<file path="src/rtl/perimeter_pkg.sv">
// Shared definitions for the perimeter unit and its downstream stages:
// the perimeter result width, the accumulator handshake state encoding and
// a small unsigned max helper.
package perimeter_pkg;

  localparam int PERIM_W = 10;

  typedef enum logic [1:0] {
    S_IN_WAIT = 2'd0,
    S_IN_ACK  = 2'd1,
    S_OUT_RDY = 2'd2,
    S_OUT_ACK = 2'd3
  } acc_state_t;

  function automatic logic [PERIM_W-1:0] max_of(input logic [PERIM_W-1:0] a,
                                                input logic [PERIM_W-1:0] b);
    return (b > a) ? b : a;
  endfunction

endpackage

</file>
<file path="src/rtl/perimeter_accumulator.sv">
// Downstream accumulator for the perimeter unit. Takes N results over the
// dav_/rfd four-phase handshake, sums them and hands the sum on over the same
// handshake, holding off upstream (rfd_in low) while a sum is pending.
// Optional feature: define PERIMETER_ACCUMULATOR_MAX_EN to add the max_out
// port, which reports the largest sample of each completed group.
module perimeter_accumulator
  import perimeter_pkg::*;
#(
  parameter  int N      = 4,
  parameter  int DATA_W = PERIM_W,
  localparam int SUM_W  = DATA_W + $clog2(N)
) (
  input  logic              clock,
  input  logic              reset_,
  input  logic [DATA_W-1:0] data_in,
  input  logic              dav_in_,
  output logic              rfd_in,
  output logic [SUM_W-1:0]  data_out,
  output logic              dav_out_,
  input  logic              rfd_out
`ifdef PERIMETER_ACCUMULATOR_MAX_EN
  ,
  output logic [DATA_W-1:0] max_out
`endif
);

  localparam int CNT_W = $clog2(N + 1);

  acc_state_t        state;
  logic [SUM_W-1:0]  acc;
  logic [CNT_W-1:0]  cnt;
`ifdef PERIMETER_ACCUMULATOR_MAX_EN
  logic [DATA_W-1:0] max_acc;
`endif

  // Handshake FSM: accept one sample per input four-phase cycle, publish the
  // sum after the N-th sample, clear the group once downstream acknowledges.
  always_ff @(posedge clock or negedge reset_) begin
    if (!reset_) begin
      state    <= S_IN_WAIT;
      rfd_in   <= 1'b1;
      dav_out_ <= 1'b1;
      data_out <= '0;
      acc      <= '0;
      cnt      <= '0;
`ifdef PERIMETER_ACCUMULATOR_MAX_EN
      max_acc  <= '0;
      max_out  <= '0;
`endif
    end else begin
      case (state)
        S_IN_WAIT: begin
          if (!dav_in_) begin
            acc     <= acc + SUM_W'(data_in);
            cnt     <= cnt + CNT_W'(1);
            rfd_in  <= 1'b0;
`ifdef PERIMETER_ACCUMULATOR_MAX_EN
            max_acc <= max_of(max_acc, data_in);
`endif
            state   <= S_IN_ACK;
          end
        end
        // Staying here while dav_in_ is held low keeps a sample from being
        // counted twice.
        S_IN_ACK: begin
          if (dav_in_) begin
            if (cnt == CNT_W'(N)) begin
              data_out <= acc;
`ifdef PERIMETER_ACCUMULATOR_MAX_EN
              max_out  <= max_acc;
`endif
              state    <= S_OUT_RDY;
            end else begin
              rfd_in   <= 1'b1;
              state    <= S_IN_WAIT;
            end
          end
        end
        S_OUT_RDY: begin
          if (rfd_out) begin
            dav_out_ <= 1'b0;
            state    <= S_OUT_ACK;
          end
        end
        // data_out is deliberately not cleared: it holds until the next group.
        S_OUT_ACK: begin
          if (!rfd_out) begin
            dav_out_ <= 1'b1;
            acc      <= '0;
            cnt      <= '0;
`ifdef PERIMETER_ACCUMULATOR_MAX_EN
            max_acc  <= '0;
`endif
            rfd_in   <= 1'b1;
            state    <= S_IN_WAIT;
          end
        end
        default: begin
          state <= S_IN_WAIT;
        end
      endcase
    end
  end

endmodule

</file>
<file path="config.mk">
export PLATFORM = sky130hd
export DESIGN_NAME = perimeter_accumulator
export DESIGN_NICKNAME = d
export VERILOG_FILES = /design/src/rtl/perimeter_pkg.sv /design/src/rtl/perimeter_accumulator.sv
export SDC_FILE = /design/constraint.sdc
export NUM_CORES = 1
export LEC_CHECK = 0
export BUFFER_PORTS_ARGS = -buffer_cell sky130_fd_sc_hd__clkbuf_2
export CORE_MARGIN = 2
export CORE_UTILIZATION = 50
export DETAILED_ROUTE_END_ITERATION = 12
export PLACE_DENSITY = 0.72
export SLEW_MARGIN = 20
export SYNTH_ARGS = -nofsm -noshare
export SYNTH_HDL_FRONTEND = slang
export SYNTH_SLANG_ARGS = --single-unit
</file>
<file path="constraint.sdc">
create_clock -name clock -period 2.45 [get_ports clock]
set_input_delay 0.245 -clock clock [delete_from_list [all_inputs] [get_ports clock]]
set_output_delay 0.245 -clock clock [all_outputs]
set_load 0.005 [all_outputs]
</file>
# Yosys cells after proc, flatten, opt, wreduce, memory -nomap -nowiden
# Cells that the tools add are included.
word_totals:
  reg_bits: 31
  output_inout_bits: 14
op_classes:
  n_addsub: 2
  n_eq_ne: 9
  muxes: 19
  n_reduce_logical: 9
op_table:
  columns: ["operator", "count"]
  rows:
  - ["$mux 12", 2]
  - ["$pmux 12 s2", 1]
  - ["$add 12x10->12", 1]
  - ["$mux 2", 5]
  - ["$ne 2x2->1 const B", 5]
  - ["$reduce_and 3->1", 3]
  - ["$pmux 2 s4", 1]
  - ["$mux 3", 2]
  - ["$pmux 3 s2", 1]
  - ["$mux 1", 5]
  - ["$reduce_and 5->1", 1]
  - ["$eq 2x2->1 const B", 2]
  - ["$reduce_and 4->1", 1]
  - ["$reduce_bool 2->1", 2]
  - ["$add 3x1->3 const B", 1]
  - ["$eq 3x3->1 const B", 1]
  - ["$pmux 1 s3", 1]
  - ["$reduce_bool 3->1", 1]
  - ["$eq 2x1->1 const B", 1]
  - ["$logic_not 2->1", 1]
  - ["$pmux 1 s2", 1]

# Logic depth before layout (Yosys ltp)
# Gate-level depths: netlist of the first run.
logic_depth:
  depth_word: 4
  mapped_depth: 7
  depth_no_buf: 7

# Worst setup path before layout of the first run
# Ideal clock, no wire load.
synth_path:
  kind: "register to register"
  from: "register acc[0]"
  to: "register acc[8]"
  setup_time_ps: 121
  arrival_ps: 1861
  t_required_ps: 2329
  slack_ps: 468
  path_stages_with_launch: 8
  n_path_buf: 0
  cell_sequence: "dfrtp_1 ha_1 fa_1 a21o_1 a221oi_2 o21ai_1 xor2_1 a22o_1"
synth_via:
  elab_chain_len: 3
synth_lines:
  columns: ["element", "line", "text"]
  rows:
  - ["from (decl)", "perimeter_accumulator.sv:30", "logic [SUM_W-1:0] acc;"]
  - ["from (signal assigned)", "perimeter_accumulator.sv:54", "acc <= acc + SUM_W'(data_in);"]
  - ["$add 12x10->12", "perimeter_accumulator.sv:54", null]
  - ["$mux 12", "perimeter_accumulator.sv:53", "if (!dav_in_) begin"]
  - ["$pmux 12 s2", "perimeter_accumulator.sv:51", "case (state)"]
# Every way passes these cells. The select of a mux whose other input is x is not followed.
# A chain may end at the register's enable or synchronous reset.

# Worst setup path in the final report of the first run
# Ends and elaborated chain as after synthesis.

==> impl_metrics.tcl, run 1 <==
set metrics [dict create \
    status "finished clean" \
    numCtsBuffers 5 \
    power.total_w 0.00239 \
    synth.most_common_cell "dfrtp_1" \
    wl_per_cell_um 14.5 \
    syn_inst 147 \
    maxCapViolCount 0 \
    cts_resized 0 \
    async_reset_ff_share_pct 100 \
    num_vias 1294 \
    fmax_mhz 478 \
    endpoint_kind "register" \
    rsz0062_at_grt "false" \
    dp_hpwl_um 2340 \
    synth_fp_nets 174 \
    drt_pass1_iterations 4 \
    ys_top_cells_by_count "29 x dfrtp_1, 13 x mux2_2, 12 x ha_1, 12 x nand2_1" \
    grt_pass1_vias 1217 \
    synth_cell_types 37 \
    synth_seq_cells 31 \
    synth_area_leaders "dfrtp_1 43%, ha_1 9.0%, mux2_2 8.8%" \
    cts_root_buf "clkbuf_4" \
    grtUsageTotal_pct 20.2 \
    required_ps 2690 \
    cts.path.max_buffers 2 \
    cts_sinks 31 \
    final_nets 208 \
    finalSetupTns_ps 0 \
    min_path_type "in2reg" \
    synth_area_mm2 0.00167 \
    cp_max_fo 3 \
    setup_viol 0 \
    gr-total-overflow 0 \
    rows 20 \
    yosysWarnings 0 \
    finalCritPeriodShare_pct 85.3 \
    fin_skew_ps 11.8 \
    cts_max_level 2 \
    grt_pass1_wl_um 5440 \
    cts_setup_buffers 0 \
    yosysSeqAreaShare_pct 46.6 \
    syn_to_final_growth_pct 15.5 \
    grt_max_degree 32 \
    cts_hold_buf 1 \
    p_per_area_mw_per_mm2 1240 \
    synth_top_cell_by_area "dfrtp_1" \
    gp_congestion 0.782 \
    drive_gt1_share_pct 31.3 \
    clk_pin_slew_worst_paths_ps 100 \
    min_period_ps 2090 \
    synthFlopType "dfrtp_1" \
    vdd_drop_max_mv 0.594 \
    coreArea_mm2 0.00310 \
    leakagePower_nw 0.966 \
    die_height_um 61.8 \
    vias_per_cell 5.73 \
    diodes 0 \
    synth-edff-count 0 \
    ios 28 \
    antenna_found_initial 0 \
    avgSynthCellArea_um2 11.4 \
    clk_latency_ps 340 \
    drt-total-wl_um 3280 \
    port_buffers 27 \
    drv_slew 0 \
    detail-route-antenna-nets 0 \
    relSlewSlack_pct 48.9 \
    crit_arrival_ps 2330 \
    path_class "reg2reg" \
    synth_top_cell_area_share_pct 43.5 \
    dieArea_mm2 0.00382 \
    drt_iter0_markers 67 \
    tightest_slew_ps 766 \
    drc 0 \
    die_width_um 61.8 \
    cts_tree "done" \
    initial_core_util_pct 53.8 \
    hold_violations 0 \
    crit_path_start_kind "register" \
]
==> path summary, 6_finish.rpt <==
kind,from,to,slack [ps],cells past startpoint
min in group asynchronous,reset_,data_out[4],500,2
max in group asynchronous,reset_,data_out[11],1460,2
min reg2reg,data_out[5],data_out[5],510,1
max reg2reg,acc[0],acc[8],360,7
max,acc[0],acc[8],360,7
min,dav_in_,acc[2],150,2
==> report_power, final <==
| group | switching (W) | total [W] | internal [W] | leakage [nW] |
|---|---|---|---|---|
| combinational | 0.000567 | 0.00114 | 0.000576 | 0.544 |
| clock | 0.000176 | 0.000315 | 0.000139 | 0.0353 |
| sequential | 0.000176 | 0.000927 | 0.000751 | 0.387 |
| total | 0.000919 | 0.00239 | 0.00147 | 0.966 |
==> placed cells by master (no fill, tap or decap), types with 2 or more instances in the layout <==
cell      count
a22o_1       10
inv_1         6
a21o_1        2
clkbuf_4      5
a31oi_1       2
clkbuf_2     27
nor2_1        6
nand3_1       4
buf_4         3
dfrtp_1      29
ha_1         12
xnor2_1       5
a21oi_1      10
mux2_2       13
o21ai_0       5
xor2_1        4
dfstp_2       2
nand2_1      12
and3_1        3
==> cells by family (layout without fill, tap and decap cells) <==
kind of cell | count (synthesis) | in the layout | share of synthesized area (%)
fa+ha+maj | 13 | 13 | 10.2
simple gates | 32 | 32 | 9.52
xor+xnor | 9 | 9 | 4.72
compound gates | 38 | 38 | 16.8
flops | 31 | 31 | 46.6
buf+inv | 10 | 45 | 2.77
mux | 14 | 14 | 9.37
==> critical path: stages, from the launching register on <==
cell,delay (ps)
dfrtp_1,410
ha_1,210
fa_1,400
a21o_1,200
a221oi_2,320
o21ai_1,130
xor2_1,150
a22o_1,170
==> registers in the layout, indices dropped and copies added (netlist names), named ones only <==
| name | count |
|---|---|
| acc | 12 |
| cnt | 3 |
| data_out | 12 |
| dav_out_ | 1 |
| rfd_in | 1 |
| state | 1 |
==> layout make-up <==
cell class	instances	area, um2
clock buffers	7	55.1
clock inverters	1	5.00
fillers	282	1170
inverters	6	22.5
multi-input cells	106	845
flip-flops and latches	31	778
well taps	44	55.1
repair buffers	31	168
==> routing by layer <==
metal	up-vias	global-route usage [%]	share of wire, %
met5	-	0	0
met4	0	8.21	1.7
met3	7	5.59	6.1
met2	46	33.2	48
met1	630	25.3	44
li1	611	-	-
==> through the flow <==
stage | hold WS (ps) | instance area (um2) | instances | util (%) | setup WS (ps)
after CTS | 139 | 1930 | 226 | 62.1 | 351
after global routing | 138 | 1930 | 226 | 62.1 | 280
after floorplan | -50.6 | 1670 | 147 | - | 468
final | 149 | 1930 | 226 | 62.1 | 360
after detailed placement | 356 | 1860 | 217 | 59.9 | 345
after global placement | 345 | 1860 | 217 | 59.9 | 393
(Power assumes the default switching activity.)
==> run 2: changes to the inputs <==
--- a/config.mk
+++ b/config.mk
@@ -9,7 +9,7 @@
 export CORE_MARGIN = 2
 export CORE_UTILIZATION = 50
 export DETAILED_ROUTE_END_ITERATION = 12
-export PLACE_DENSITY = 0.72
+export PLACE_DENSITY = 0.69
 export SLEW_MARGIN = 20
 export SYNTH_ARGS = -nofsm -noshare
 export SYNTH_HDL_FRONTEND = slang
==> impl_metrics.tcl, run 2 (same netlist as run 1, synthesis figures left out) <==
set metrics [dict create \
    rrSetupSlack_ps 320 \
    initial_core_util_pct 53.8 \
    switching_power_w 0.000932 \
    rsz0062_at_grt "false" \
    cts_root_buf "clkbuf_4" \
    hold_violations 0 \
    drc 0 \
    p_sw_share_pct 38.8 \
    die_width_um 61.8 \
    cts_setup_buffers 0 \
    grtUsageTotal_pct 20.4 \
    reg_top3 "acc x12, data_out x12, cnt x3" \
    worstReg2RegEnd "acc[8]" \
    crit_path_start "acc[0]" \
    coreArea_mm2 0.00310 \
    whs_ps 139 \
    finalSetupTns_ps 0 \
    syn_to_final_growth_pct 16.0 \
    fmax_mhz 470 \
    antenna_found_initial 0 \
    min_period_ps 2130 \
    pre_cts_slack_ps 320 \
    cp-endpoint "acc[8]" \
    mostFrequentLayoutCells "29 x dfrtp_1, 27 x clkbuf_2, 13 x mux2_2, 12 x nand2_1, 12 x ha_1" \
    num_vias 1281 \
    vias_per_cell 5.64 \
    r2r_start "acc[0]" \
    gr-total-overflow 0 \
    grt_pass1_wl_um 5410 \
    drt_iter0_markers 45 \
    finalCritPeriodShare_pct 86.9 \
    cts_max_level 2 \
    p_per_area_mw_per_mm2 1240 \
    port_buffers 27 \
    drt-total-wl_um 3310 \
    wl_per_cell_um 14.6 \
    power_frac_comb_pct 47.9 \
    fin_skew_ps 12.4 \
    gp_congestion 0.866 \
    dp_hpwl_um 2470 \
    vdd_drop_max_mv 0.504 \
    clk_pin_slew_worst_paths_ps 110 \
    timing.final.ws_setup_ps 322 \
    relSlewSlack_pct 50.2 \
    drv_slew 0 \
    tightest_slew_ps 747 \
    dieArea_mm2 0.00382 \
    seqPwrFrac_pct 38.8 \
    clk_latency_ps 350 \
    ios 28 \
    power_frac_clock_pct 13.3 \
    cts_hold_buf 1 \
    numCtsBuffers 5 \
    cts_resized 0 \
    min_from "dav_in_" \
    cp_max_fo 3 \
    cts_tree "done" \
    required_ps 2700 \
    internal_power_w 0.00147 \
    die_height_um 61.8 \
    detail-route-antenna-nets 0 \
    setup_viol 0 \
    cts_sinks 31 \
    cts.path.max_buffers 2 \
    grt_pass1_vias 1244 \
    path_class "reg2reg" \
    maxCapViolCount 0 \
    final_nets 209 \
    drive_gt1_share_pct 31.7 \
    status "finished clean" \
    rows 20 \
    min_path_type "in2reg" \
    grt_max_degree 32 \
    ff2ff_path_depth 7 \
    crit_path_start_kind "register" \
    crit_arrival_ps 2380 \
    leakagePower_nw 0.971 \
    drt_pass1_iterations 4 \
    diodes 0 \
    endpoint_kind "register" \
    power.total_w 0.00240 \
    final_common_cell "dfrtp_1" \
]
[run 2: changes by cell type in the layout (fill, tap and decap cells not counted)]
cell / change
buf_4: +1
[run 2: power groups by stage]
stage,clock (W),sequential [W],combinational (W)
after floorplan,0,0.000907,0.000851
after global placement,0,0.000927,0.00111
after detailed placement,0,0.000942,0.00115
after CTS,0.000327,0.000933,0.00116
after global routing,0.000356,0.000966,0.00129
final,0.000319,0.000932,0.00115
[run 2: per-stage QoR]
stage / cells / util (%) / instance area [um2]
detailed placement: 218 / 60.1 / 1870
CTS: 227 / 62.4 / 1940
floorplan: 147 / - / 1670
global route: 227 / 62.4 / 1940
global placement: 218 / 60.1 / 1870
finish: 227 / 62.4 / 1940
[run 2: area by class of cell]
type	count	area [um2]
Multi-Input combinational cell	106	845
Sequential cell	31	778
Timing Repair Buffer	32	175
Clock buffer	7	55.1
Fill cell	273	1170
Clock inverter	1	5.00
Tap cell	44	55.1
Inverter	6	22.5
[run 2: worst min-delay path by stage]
| stage | end | slack [ps] | depth (start not counted) |
|---|---|---|---|
| after CTS | acc[2] | 130 | 2 |
| after floorplan | async pin | -50 | 0 |
| after detailed placement | data_out[6] | 360 | 1 |
| after global routing | acc[2] | 150 | 2 |
| final | acc[2] | 140 | 2 |
| after global placement | data_out[4] | 350 | 1 |
[run 2: per-layer routing]
layer	GRT usage [%]	vias up	part of all wire, %
li1	-	603	-
met1	24.1	620	44
met2	31.7	40	47
met3	5.18	18	3.9
met4	15.5	0	4.5
met5	0	-	0
[run 2: critical path: stages, from the launching register on]
cell and delay (ps):
dfrtp_1 410, ha_1 220, fa_1 410, a21o_1 200, a221oi_2 320, o21ai_1 140
xor2_1 150, a22o_1 180
==> run 3: changes to the inputs <==
--- a/config.mk
+++ b/config.mk
@@ -8,6 +8,7 @@
 export BUFFER_PORTS_ARGS = -buffer_cell sky130_fd_sc_hd__clkbuf_2
 export CORE_MARGIN = 2
 export CORE_UTILIZATION = 50
+export CTS_BUF_LIST = sky130_fd_sc_hd__clkbuf_8
 export DETAILED_ROUTE_END_ITERATION = 12
 export PLACE_DENSITY = 0.69
 export SLEW_MARGIN = 20
==> impl_metrics.tcl, run 3 (same netlist as run 1, synthesis figures left out) <==
set metrics [dict create \
    status "finished clean" \
    grt_max_degree 32 \
    hold_violations 0 \
    pre_cts_slack_ps 320 \
    die_height_um 61.8 \
    cts_hold_buf 0 \
    p_per_area_mw_per_mm2 1270 \
    rows 20 \
    cts_sinks 31 \
    num_vias 1267 \
    dp_hpwl_um 2470 \
    drv_slew 0 \
    grtUsageTotal_pct 20.3 \
    reg_top3 "acc x12, data_out x12, cnt x3" \
    drt_iter0_markers 53 \
    vias_per_cell 5.61 \
    drt-total-wl_um 3310 \
    antenna_found_initial 0 \
    clk_latency_ps 290 \
    min_period_ps 2130 \
    cts_tree "done" \
    path_buf_inv 0 \
    port_buffers 27 \
    drt_pass1_iterations 4 \
    cp_max_fo 3 \
    drc 0 \
    power_frac_clock_pct 16.4 \
    wl_per_cell_um 14.6 \
    power_frac_comb_pct 46.2 \
    final_cell_count_no_fill 226 \
    fin_skew_ps 6.63 \
    timing.final.ws_setup_ps 322 \
    initial_core_util_pct 53.8 \
    cp.depth 7 \
    syn_to_final_growth_pct 17.2 \
    setup_viol 0 \
    ios 28 \
    cts.path.max_buffers 2 \
    relSlewSlack_pct 50.3 \
    crit_path_cell_trace "ha_1 -> fa_1 -> a21o_1 -> a221oi_2 -> o21ai_1 -> xor2_1 -> a22o_1" \
    seqPwrFrac_pct 37.4 \
    cts_root_buf "clkbuf_8" \
    finalSetupTns_ps 0 \
    final_nets 208 \
    mostFrequentLayoutCells "29 x dfrtp_1, 27 x clkbuf_2, 13 x mux2_2, 12 x nand2_1, 12 x ha_1" \
    path_class "reg2reg" \
    crit_path_start_kind "register" \
    cp_slowest_stage_delay_ps 410 \
    cts_max_level 2 \
    endpoint_kind "register" \
    cp_slowest_cell "fa_1" \
    grt_pass1_vias 1237 \
    drive_gt1_share_pct 31.9 \
    dpl_cell_area_mm2 0.00187 \
    fmax_mhz 470 \
    detail-route-antenna-nets 0 \
    switching_power_w 0.000939 \
    path_delay_family "compound AO/OA/AOI/OAI gates" \
    vdd_drop_max_mv 0.507 \
    min_path_type "in2async" \
    required_ps 2630 \
    rsz0062_at_grt "false" \
    final_common_cell "dfrtp_1" \
    coreArea_mm2 0.00310 \
    die_width_um 61.8 \
    power.total_w 0.00249 \
    design_area_mm2 0.00196 \
    numCtsBuffers 5 \
    gp_congestion 0.866 \
    clk_pin_slew_worst_paths_ps 70 \
    grt_pass1_wl_um 5420 \
    diodes 0 \
    place_inst 218 \
    cts_setup_buffers 0 \
    maxCapViolCount 0 \
    leakagePower_nw 0.984 \
    cts_resized 0 \
    tightest_slew_ps 745 \
    dieArea_mm2 0.00382 \
    internal_power_w 0.00156 \
    rrSetupSlack_ps 320 \
    finalCritPeriodShare_pct 86.8 \
    ff2ff_path_depth 7 \
    crit_arrival_ps 2310 \
    p_sw_share_pct 37.6 \
    gr-total-overflow 0 \
]
==> run 3: cell types whose count changed in the layout (fill, tap and decap cells not counted) <==
| cell | delta |
|---|---|
| inv_1 | +1 |
| clkbuf_8 | +5 |
| dlygate4sd3_1 | -1 |
| clkbuf_4 | -5 |
| clkbuf_1 | -1 |
==> run 3: area by class of cell <==
class / instances / area (um2)
fillers: 266 / 1150
multi-input cells: 106 / 845
flip-flops and latches: 31 / 778
repair buffers: 31 / 165
clock buffers: 6 / 82.6
well taps: 44 / 55.1
inverters: 6 / 22.5
clock inverters: 2 / 8.76
==> run 3: worst paths after layout <==
check                            startpoint          end
min in group clock                  dav_in_       acc[2]
worst min register to register  data_out[0]  data_out[0]
worst max register to register       acc[0]       acc[8]
max in group asynchronous            reset_       cnt[0]
worst max-delay path                 acc[0]       acc[8]
worst min-delay path                 reset_  data_out[4]
==> run 3: per-layer routing <==
metal,routed length [um],vias to the layer above,GRT usage (%)
met4,133,0,15.2
met2,1570,45,31.9
met1,1460,607,24.5
met5,0,-,0
met3,142,15,4.35
li1,-,600,-
==> run 3: through the flow <==
stage | hold WS [ps] | utilization [%]
2_1_floorplan | -50.6 | -
3_3_place_gp | 351 | 60.1
3_5_place_dp | 358 | 60.1
4_1_cts | 40.8 | 63.1
5_1_grt | 82.2 | 63.1
6_report | 10.7 | 63.1
==> run 3: power by group through the flow <==
stage                     Clock, W  Combinational, W  Sequential, W
after CTS                 0.000423           0.00116       0.000935
after global placement           0           0.00111       0.000927
final                     0.000409           0.00115       0.000933
after floorplan                  0          0.000851       0.000907
after detailed placement         0           0.00115       0.000942
after global routing      0.000447           0.00128       0.000969
